### config.mk
export PLATFORM = sky130hd
export DESIGN_NAME = hazard_ctrl
export DESIGN_NICKNAME = d
export VERILOG_FILES = /design/src/rtl/hazard_ctrl.sv
export SDC_FILE = /design/constraint.sdc
export NUM_CORES = 1
export LEC_CHECK = 0
export CELL_PAD_IN_SITES_DETAIL_PLACEMENT = 0
export CELL_PAD_IN_SITES_GLOBAL_PLACEMENT = 1
export CORE_ASPECT_RATIO = 2
export CORE_UTILIZATION = 31
export CTS_CLUSTER_SIZE = 14
export DETAILED_ROUTE_END_ITERATION = 16
export PLACE_DENSITY = 0.8
export SETUP_SLACK_MARGIN = 0.5
export SLEW_MARGIN = 0
export SYNTH_ARGS = -nofsm -noshare
export SYNTH_HDL_FRONTEND = slang
export SYNTH_SLANG_ARGS = --single-unit
export TNS_END_PERCENT = 1
### constraint.sdc
create_clock -name CLK -period 2 [get_ports CLK]
set_clock_uncertainty 0.15 [all_clocks]
set_input_delay 0.3 -clock CLK [delete_from_list [all_inputs] [get_ports CLK]]
set_output_delay 0.3 -clock CLK [all_outputs]
set_load 0.005 [all_outputs]
### src/rtl/hazard_ctrl.sv
// hazard_ctrl
//   Pipeline sequencing controller for the 5-stage 64-bit core.
//   It detects load-use hazards and freezes the pipeline while data memory is busy.
//   It flushes the front end on taken branches.
//   It runs a memory-wait FSM with a timeout.
//   It keeps saturating stall and flush performance counters.
//
// Parameters
//   MEM_TIMEOUT  MEM_WAIT cycles without mem_ack before entering ERR (1..255)
//   CNT_W        width of stall_cnt / flush_cnt
//
// Ports
//   CLK, RST                 clock, synchronous active-high reset
//   id_rs1/rs2, id_uses_*    source registers of the instruction in ID
//   ex_load, ex_WRegEn,
//   ex_WReg1                 producer information of the instruction in EX
//   mem_req, mem_ack         data-memory handshake for the instruction in MEM
//   br_taken                 branch/jump in EX resolved taken
//   stall_if/id/mem          hold the corresponding stage registers
//   bubble_ex                zero the ID/EX control fields
//   flush_ifid               invalidate IF/ID
//   mem_timeout_err          sticky memory timeout flag
//   fsm_state                00 RUN, 01 MEM_WAIT, 10 ERR
//   stall_cnt, flush_cnt     saturating performance counters
module hazard_ctrl #(
    parameter int unsigned MEM_TIMEOUT = 16,
    parameter int unsigned CNT_W       = 16
) (
    input  logic             CLK,
    input  logic             RST,
    input  logic [4:0]       id_rs1,
    input  logic [4:0]       id_rs2,
    input  logic             id_uses_rs1,
    input  logic             id_uses_rs2,
    input  logic             ex_load,
    input  logic             ex_WRegEn,
    input  logic [4:0]       ex_WReg1,
    input  logic             mem_req,
    input  logic             mem_ack,
    input  logic             br_taken,
    output logic             stall_if,
    output logic             stall_id,
    output logic             stall_mem,
    output logic             bubble_ex,
    output logic             flush_ifid,
    output logic             mem_timeout_err,
    output logic [1:0]       fsm_state,
    output logic [CNT_W-1:0] stall_cnt,
    output logic [CNT_W-1:0] flush_cnt
);

    localparam logic [1:0] ST_RUN  = 2'b00;
    localparam logic [1:0] ST_WAIT = 2'b01;
    localparam logic [1:0] ST_ERR  = 2'b10;

    localparam logic [7:0] WAIT_LAST = 8'(MEM_TIMEOUT - 1);

    logic [1:0]       state_q, state_d;
    logic [7:0]       wait_cnt_q, wait_cnt_d;
    logic             err_q, err_d;
    logic [CNT_W-1:0] stall_cnt_q, stall_cnt_d;
    logic [CNT_W-1:0] flush_cnt_q, flush_cnt_d;

    logic freeze;
    logic load_use;
    logic rs1_hit;
    logic rs2_hit;
    logic count_stall;

    always_comb begin
        rs1_hit  = id_uses_rs1 && (id_rs1 == ex_WReg1);
        rs2_hit  = id_uses_rs2 && (id_rs2 == ex_WReg1);
        load_use = ex_load && ex_WRegEn && (ex_WReg1 != '0) && (rs1_hit || rs2_hit);

        // The ack cycle of MEM_WAIT is not frozen, so the pipeline advances then.
        case (state_q)
            ST_RUN:  freeze = mem_req && !mem_ack;
            ST_WAIT: freeze = !mem_ack;
            ST_ERR:  freeze = 1'b1;
            default: freeze = 1'b0;
        endcase

        stall_if   = 1'b0;
        stall_id   = 1'b0;
        stall_mem  = 1'b0;
        bubble_ex  = 1'b0;
        flush_ifid = 1'b0;
        if (freeze) begin
            // Any branch or hazard stays parked in its stage until release.
            stall_if  = 1'b1;
            stall_id  = 1'b1;
            stall_mem = 1'b1;
        end else if (br_taken) begin
            // Redirect squashes the dependent ID instruction, so no stall is needed.
            flush_ifid = 1'b1;
            bubble_ex  = 1'b1;
        end else if (load_use) begin
            stall_if  = 1'b1;
            bubble_ex = 1'b1;
        end

        state_d    = state_q;
        wait_cnt_d = wait_cnt_q;
        case (state_q)
            ST_RUN: begin
                if (mem_req && !mem_ack) begin
                    state_d    = ST_WAIT;
                    wait_cnt_d = '0;
                end
            end
            ST_WAIT: begin
                if (mem_ack) begin
                    state_d = ST_RUN;
                end else if (wait_cnt_q == WAIT_LAST) begin
                    state_d = ST_ERR;
                end else begin
                    wait_cnt_d = wait_cnt_q + 8'd1;
                end
            end
            ST_ERR:  state_d = ST_ERR;
            default: state_d = ST_RUN;
        endcase

        err_d = err_q || (state_d == ST_ERR);

        count_stall = freeze || (load_use && !br_taken);
        stall_cnt_d = stall_cnt_q;
        if (count_stall && (stall_cnt_q != '1)) begin
            stall_cnt_d = stall_cnt_q + 1'b1;
        end
        flush_cnt_d = flush_cnt_q;
        if (flush_ifid && (flush_cnt_q != '1)) begin
            flush_cnt_d = flush_cnt_q + 1'b1;
        end
    end

    always_ff @(posedge CLK) begin
        if (RST) begin
            state_q     <= ST_RUN;
            wait_cnt_q  <= '0;
            err_q       <= 1'b0;
            stall_cnt_q <= '0;
            flush_cnt_q <= '0;
        end else begin
            state_q     <= state_d;
            wait_cnt_q  <= wait_cnt_d;
            err_q       <= err_d;
            stall_cnt_q <= stall_cnt_d;
            flush_cnt_q <= flush_cnt_d;
        end
    end

    assign mem_timeout_err = err_q;
    assign fsm_state       = state_q;
    assign stall_cnt       = stall_cnt_q;
    assign flush_cnt       = flush_cnt_q;

endmodule

Word level (Yosys, flattened, before mapping):

Cells that the tools add are included.

* bits in registers: 43
* input port bits: 24
* logic and storage cells: 54
* output and inout bits: 40

* equality and inequality tests: 11
* reductions and logical operators: 18
* add/subtract/negate cells: 3
* multiplexer cells: 17

Operator list (count)
* $add 16x1->16 const B: 2
* $ne 16x16->1 const B: 2
* $mux 8: 3
* $pmux 8 s2: 1
* $eq 5x5->1: 2
* $logic_and 1x1->1: 9
* $add 8x1->8 const B: 1
* $eq 8x4->1 const B: 1
* $mux 1: 8
* $mux 2: 3
* $ne 2x2->1 const B: 3
* $pmux 2 s3: 1
* $reduce_bool 5->1: 1
* $eq 2x2->1 const B: 2
* $reduce_and 4->1: 1
* $logic_or 1x1->1: 3
* $pmux 1 s3: 1
* $eq 2x1->1 const B: 1
* $logic_not 1->1: 2
* $logic_not 2->1: 1
* $reduce_bool 2->1: 1

Depth between registers and ports, before layout:

* depth after elaboration: 7
* gate-level depth with buffers: 9
* mapped depth without buffers: 7

Worst setup path after synthesis:

No wires, ideal clock.

* path type: register -> register
* start: register stall_cnt_q[0], in the netlist stall_cnt[0]
* end: register stall_cnt_q[6], in the netlist stall_cnt[6]
* setup time: 0.121 ns
* clock period less this slack: 2.208 ns
* arrival time: 1.937 ns
* cell stages (with the launch flop): 9
* path buffers: 1
* path slack: -0.208 ns
* required time: 1.729 ns
* cell sequence: dfxtp_1 ha_1 nand4_1 nor4_1 or2_2 o32a_4 buf_6 nor3_1 mux2_2

* cells in the longest elaborated chain, start to end: 2
* elaborated cells on any way between the ends: 3
* those cells by class: add/sub: 1; eq/ne: 1; reduce/logical: 1

RTL lines
* start: declaration: RTL line 61 `logic [CNT_W-1:0] stall_cnt_q, stall_cnt_d;`
* start signal: assignment: RTL line 148 `stall_cnt_q <= stall_cnt_d;`
* parallel branches: the longest is 2 deep, another holds $add 16x1->16

Parallel ways; which one is timed is not known.
A chain may end at the register's enable or synchronous reset.

Worst setup path in the final report:

* start: input id_rs1[1]
* end: register stall_cnt_q[15], in the netlist stall_cnt[15]

* cells in the longest elaborated chain, start to end: 7

RTL lines
* start: declaration: RTL line 31 `input logic [4:0] id_rs1,`
* $eq 5x5->1: RTL line 71 `rs1_hit = id_uses_rs1 && (id_rs1 == ex_WReg1);`
* $logic_and 1x1->1: RTL line 71
* $logic_or 1x1->1: RTL line 73 `load_use = ex_load && ex_WRegEn && (ex_WReg1 != '0) && (rs1_hit || rs2_hit);`
* $logic_and 1x1->1: RTL line 73
* $logic_and 1x1->1: RTL line 126 `count_stall = freeze || (load_use && !br_taken);`
* $logic_or 1x1->1: RTL line 126
* $logic_and 1x1->1: RTL line 128 `if (count_stall && (stall_cnt_q != '1)) begin`

Every way passes these cells.

==> results by group <==
Drt
  • Routed wire length: 6650 um
  • Drt first pass iters: 4
  • Routed vias: 2300
  • Vias per cell: roughly 5.0
  • Wire length per cell: between 10 and 15 um
  • Remaining DRCs: 0
  • Antenna viol nets, final: 0
  • Iteration-0 DRC count of the detailed router: 91

Clock network
  • CTS Buffer Depth: 2
  • Hold-fix buffers, CTS: 0
  • CTS tree: done
  • Htree depth: 2
  • CTS Root Cell: clkbuf_16
  • Clock latency on the worst-skew pair: slightly below 0.3 ns
  • Clock Sinks: 43
  • Num CTS Buffers: 5
  • Clock transition at path regs: around 0.060 ns

Setup path
  • Crit path capture type: flop
  • Crit path to: stall_cnt[15]
  • Critical path cell sequence: buf_6 > xor2_2 > nor4_4 > a32oi_2 > buf_4 > o32a_4 > or4_1 > a21oi_1
  • Worst Setup Start Kind: input pin
  • Slowest library cell on the worst path: or4_1
  • CP Max Fanout: 5
  • R2r setup slk: -0.11 ns
  • CP peak stage delay: between 0.5 and 0.6 ns
  • R2r endpoint: stall_cnt[4]
  • Critical Path RT: between 2 and 2.5 ns
  • Worst r2r src: stall_cnt[1]
  • WS Path Type: in -> reg
  • Worst path arrival time: 2.28 ns
  • CP Launch Point: id_rs1[1]
  • Reg2reg path depth: 7

Floorplan
  • Row cnt: 42
  • Starting Density: 32.6%
  • Full die area: 7370 um^2
  • Die width: ~61 um
  • Core Footprint: 6670 um^2
  • Vert. Die Dim: 120 um
  • Ports: 64

Timing
  • Minimum clock period: 2.20 ns
  • Slew @ Worst Pin: 0.456 ns
  • Finish-stage setup viols: 17
  • Final Hold Fails: 0
  • Fmax: 454 MHz
  • RSZ-0062 raised after global routing: yes
  • Setup WS post-layout: -0.204 ns
  • Fin crit share: 110%
  • Slew HR: 69.5%
  • Max-slew violation count: 0

Global route
  • Vias in the first global route: approximately 2300
  • Total GRT Usage: between 10% and 20%
  • Initial antenna violation count: 0
  • Pin count of the biggest net entering global routing: 14
  • Total global routing overflow: 0
  • Global-route wire length before repair: 10600 um

Power
  • Pwr Density: 545 nW/um^2
  • Tot Pwr: 0.00200 W
  • P_sw: 0.000469 W
  • Pint: 0.00153 W
  • Leakage: 1.58 nW
  • Peak supply drop: 0.000594 V
  • Comb power frac: 13.1%
  • Part of the power in registers: a little over two fifths
  • Clock Power Share: 43.3%
  • Net Sw Frac: between 20% and 30%

Placement
  • Hpwl dp: 4790 um
  • I/O Buffers: 63
  • Placer Congestion: 0.771
  • Pre-CTS setup slack: -0.927 ns

Hold path
  • Hold Crit Class: reg -> reg

Final layout
  • Number of antenna diodes: 0
  • Layout filler cell count: between 600 and 700
  • Layout overhead on the synthesized area: 69.1%
  • Nets@finish: 400
  • Fraction of layout cells with a size suffix above 1: 38.2%

Run status
  • Failing checks: setup timing
  • Status: complete, but fails checks

Yosys
  • Syn Inst Count: about 260
  • Post-synthesis cell type count: 45
  • Syn Std Cell Area: 2170 um^2
  • Sequential area share after synthesis: 39.6%
  • Area share of the largest cell type after synthesis: 39.6%
  • Area leader, netlist: dfxtp_1
  • Warnings, synthesis: 0
  • Syn_area_per_cell: 8.49 um^2
  • Synthesized net count: approximately 280
  • Post-synthesis register bit count: 43
  • Top cells by area, synth: dfxtp_1, xor2_1, nor2_1

Flow run
  • Max cap viols: 0
-- metrics by stage --
stage	std cells	instance area [um^2]	util, %	TNS [ns]	hold slack [ns]
global route	462	3670	55.1	-4.00	0.347
finish	462	3670	55.1	-2.33	0.314
floorplan	256	2190	-	-1.45	0.301
detailed placement	446	3250	48.7	-18.30	0.301
CTS	461	3600	54.0	-1.82	0.314
global placement	446	3250	48.7	-17.89	0.302
-- repair_timing --
action                     in CTS  in global routing
pin swaps                      64                 38
setup endpoints to repair      82                 60
cloned                          1                  0
setup buffers                   6                  1
resized for setup             156                 23
-- synthesized netlist by cell type, drive strengths merged --
master	instances
and4b	1
mux2i	3
or2	3
nand4	16
o2111a	1
a21o	1
clkbuf	5
o32a	1
xor2	22
and4	2
o31ai	4
a211oi	2
o21ai	12
nand3	10
and3	4
xnor2	5
nor4	6
nor2	30
o31a	2
a32oi	1
buf	4
nand2	14
o211ai	1
a31o	1
nor2b	1
nand2b	1
and2	3
inv	10
mux2	1
dfxtp	43
a31oi	1
ha	3
nor3	2
or3	13
o21a	3
nand4b	1
or4	4
a21oi	19
-- cell type report --
class / instances / area (um^2) / share of cell area, %
clock buffer: 7 / 153 / 4.15
clock inverter: 1 / 7.51 / 0.204
inverter: 10 / 37.5 / 1.02
multi-input combinational: 195 / 1450 / 39.5
sequential: 43 / 897 / 24.4
tap: 88 / 110 / 3.00
timing repair buffer: 118 / 1020 / 27.7
-- cell usage in the layout (no fill, tap or decap), types with 3 or more instances in the layout --
| cell type | instances |
|---|---|
| buf_4 | 46 |
| dlygate4sd2_1 | 30 |
| nor2_1 | 29 |
| dfxtp_1 | 22 |
| xor2_1 | 20 |
| dfxtp_2 | 17 |
| nand4_1 | 16 |
| a21oi_1 | 14 |
| buf_6 | 14 |
| o21ai_0 | 12 |
| clkdlybuf4s50_1 | 11 |
| inv_1 | 10 |
| nand3_1 | 9 |
| nand2_1 | 9 |
| buf_2 | 9 |
| or3_1 | 8 |
| nand2_2 | 5 |
| clkbuf_16 | 5 |
| dlymetal6s2s_1 | 5 |
| a21oi_2 | 4 |
| or4_1 | 4 |
| and3_1 | 4 |
| dfxtp_4 | 4 |
| xnor2_1 | 3 |
| or3_4 | 3 |
| o21a_1 | 3 |
| o31ai_1 | 3 |
| mux2i_1 | 3 |
-- flip-flops by register name (all words and copies together) (netlist names) --
| signal | flops |
|---|---|
| flush_cnt | 16 |
| fsm_state | 2 |
| mem_timeout_err | 1 |
| stall_cnt | 16 |
| wait_cnt_q | 8 |
-- cells by family after synthesis --
logic type	count (synthesis)	share of synthesized area (%)
compound gates	49	14.6
xor+xnor	27	10.9
fa+ha+maj	3	1.73
buf+inv	19	3.92
flops	43	39.6
mux	4	1.90
simple gates	111	27.3
-- routing by layer --
metal,share of wire [%],GRT usage [%],vias up
met5,0,0,-
met3,3.7,4.71,9
met1,36,19.5,1088
met4,2.5,10.1,0
met2,58,34.8,43
li1,-,-,1160
-- critical path: cells and delay by family --
family,cells,cell delay (ns)
simple gates,2,0.81
compound gates,3,0.72
buf+inv,2,0.28
xor+xnor,1,0.18
-- worst min path at each step --
stage / depth (start not counted) / slack (ns) / start / end
final: 1 / 0.31 / mem_timeout_err / mem_timeout_err
after detailed placement: 1 / 0.30 / mem_timeout_err / mem_timeout_err
after floorplan: 1 / 0.30 / mem_timeout_err / mem_timeout_err
after global routing: 1 / 0.35 / mem_timeout_err / mem_timeout_err
after CTS: 1 / 0.31 / mem_timeout_err / mem_timeout_err
after global placement: 1 / 0.30 / mem_timeout_err / mem_timeout_err
-- power by group through the flow --
| stage | Combinational, W | Clock (W) | Sequential, W |
|---|---|---|---|
| after detailed placement | 0.000231 | 0 | 0.000893 |
| after CTS | 0.000253 | 0.000889 | 0.000875 |
| after global placement | 0.000229 | 0 | 0.000893 |
| final | 0.000263 | 0.000869 | 0.000872 |
| after global routing | 0.000285 | 0.000924 | 0.000873 |
| after floorplan | 0.0000903 | 0 | 0.000896 |
(Power assumes the default switching activity.)
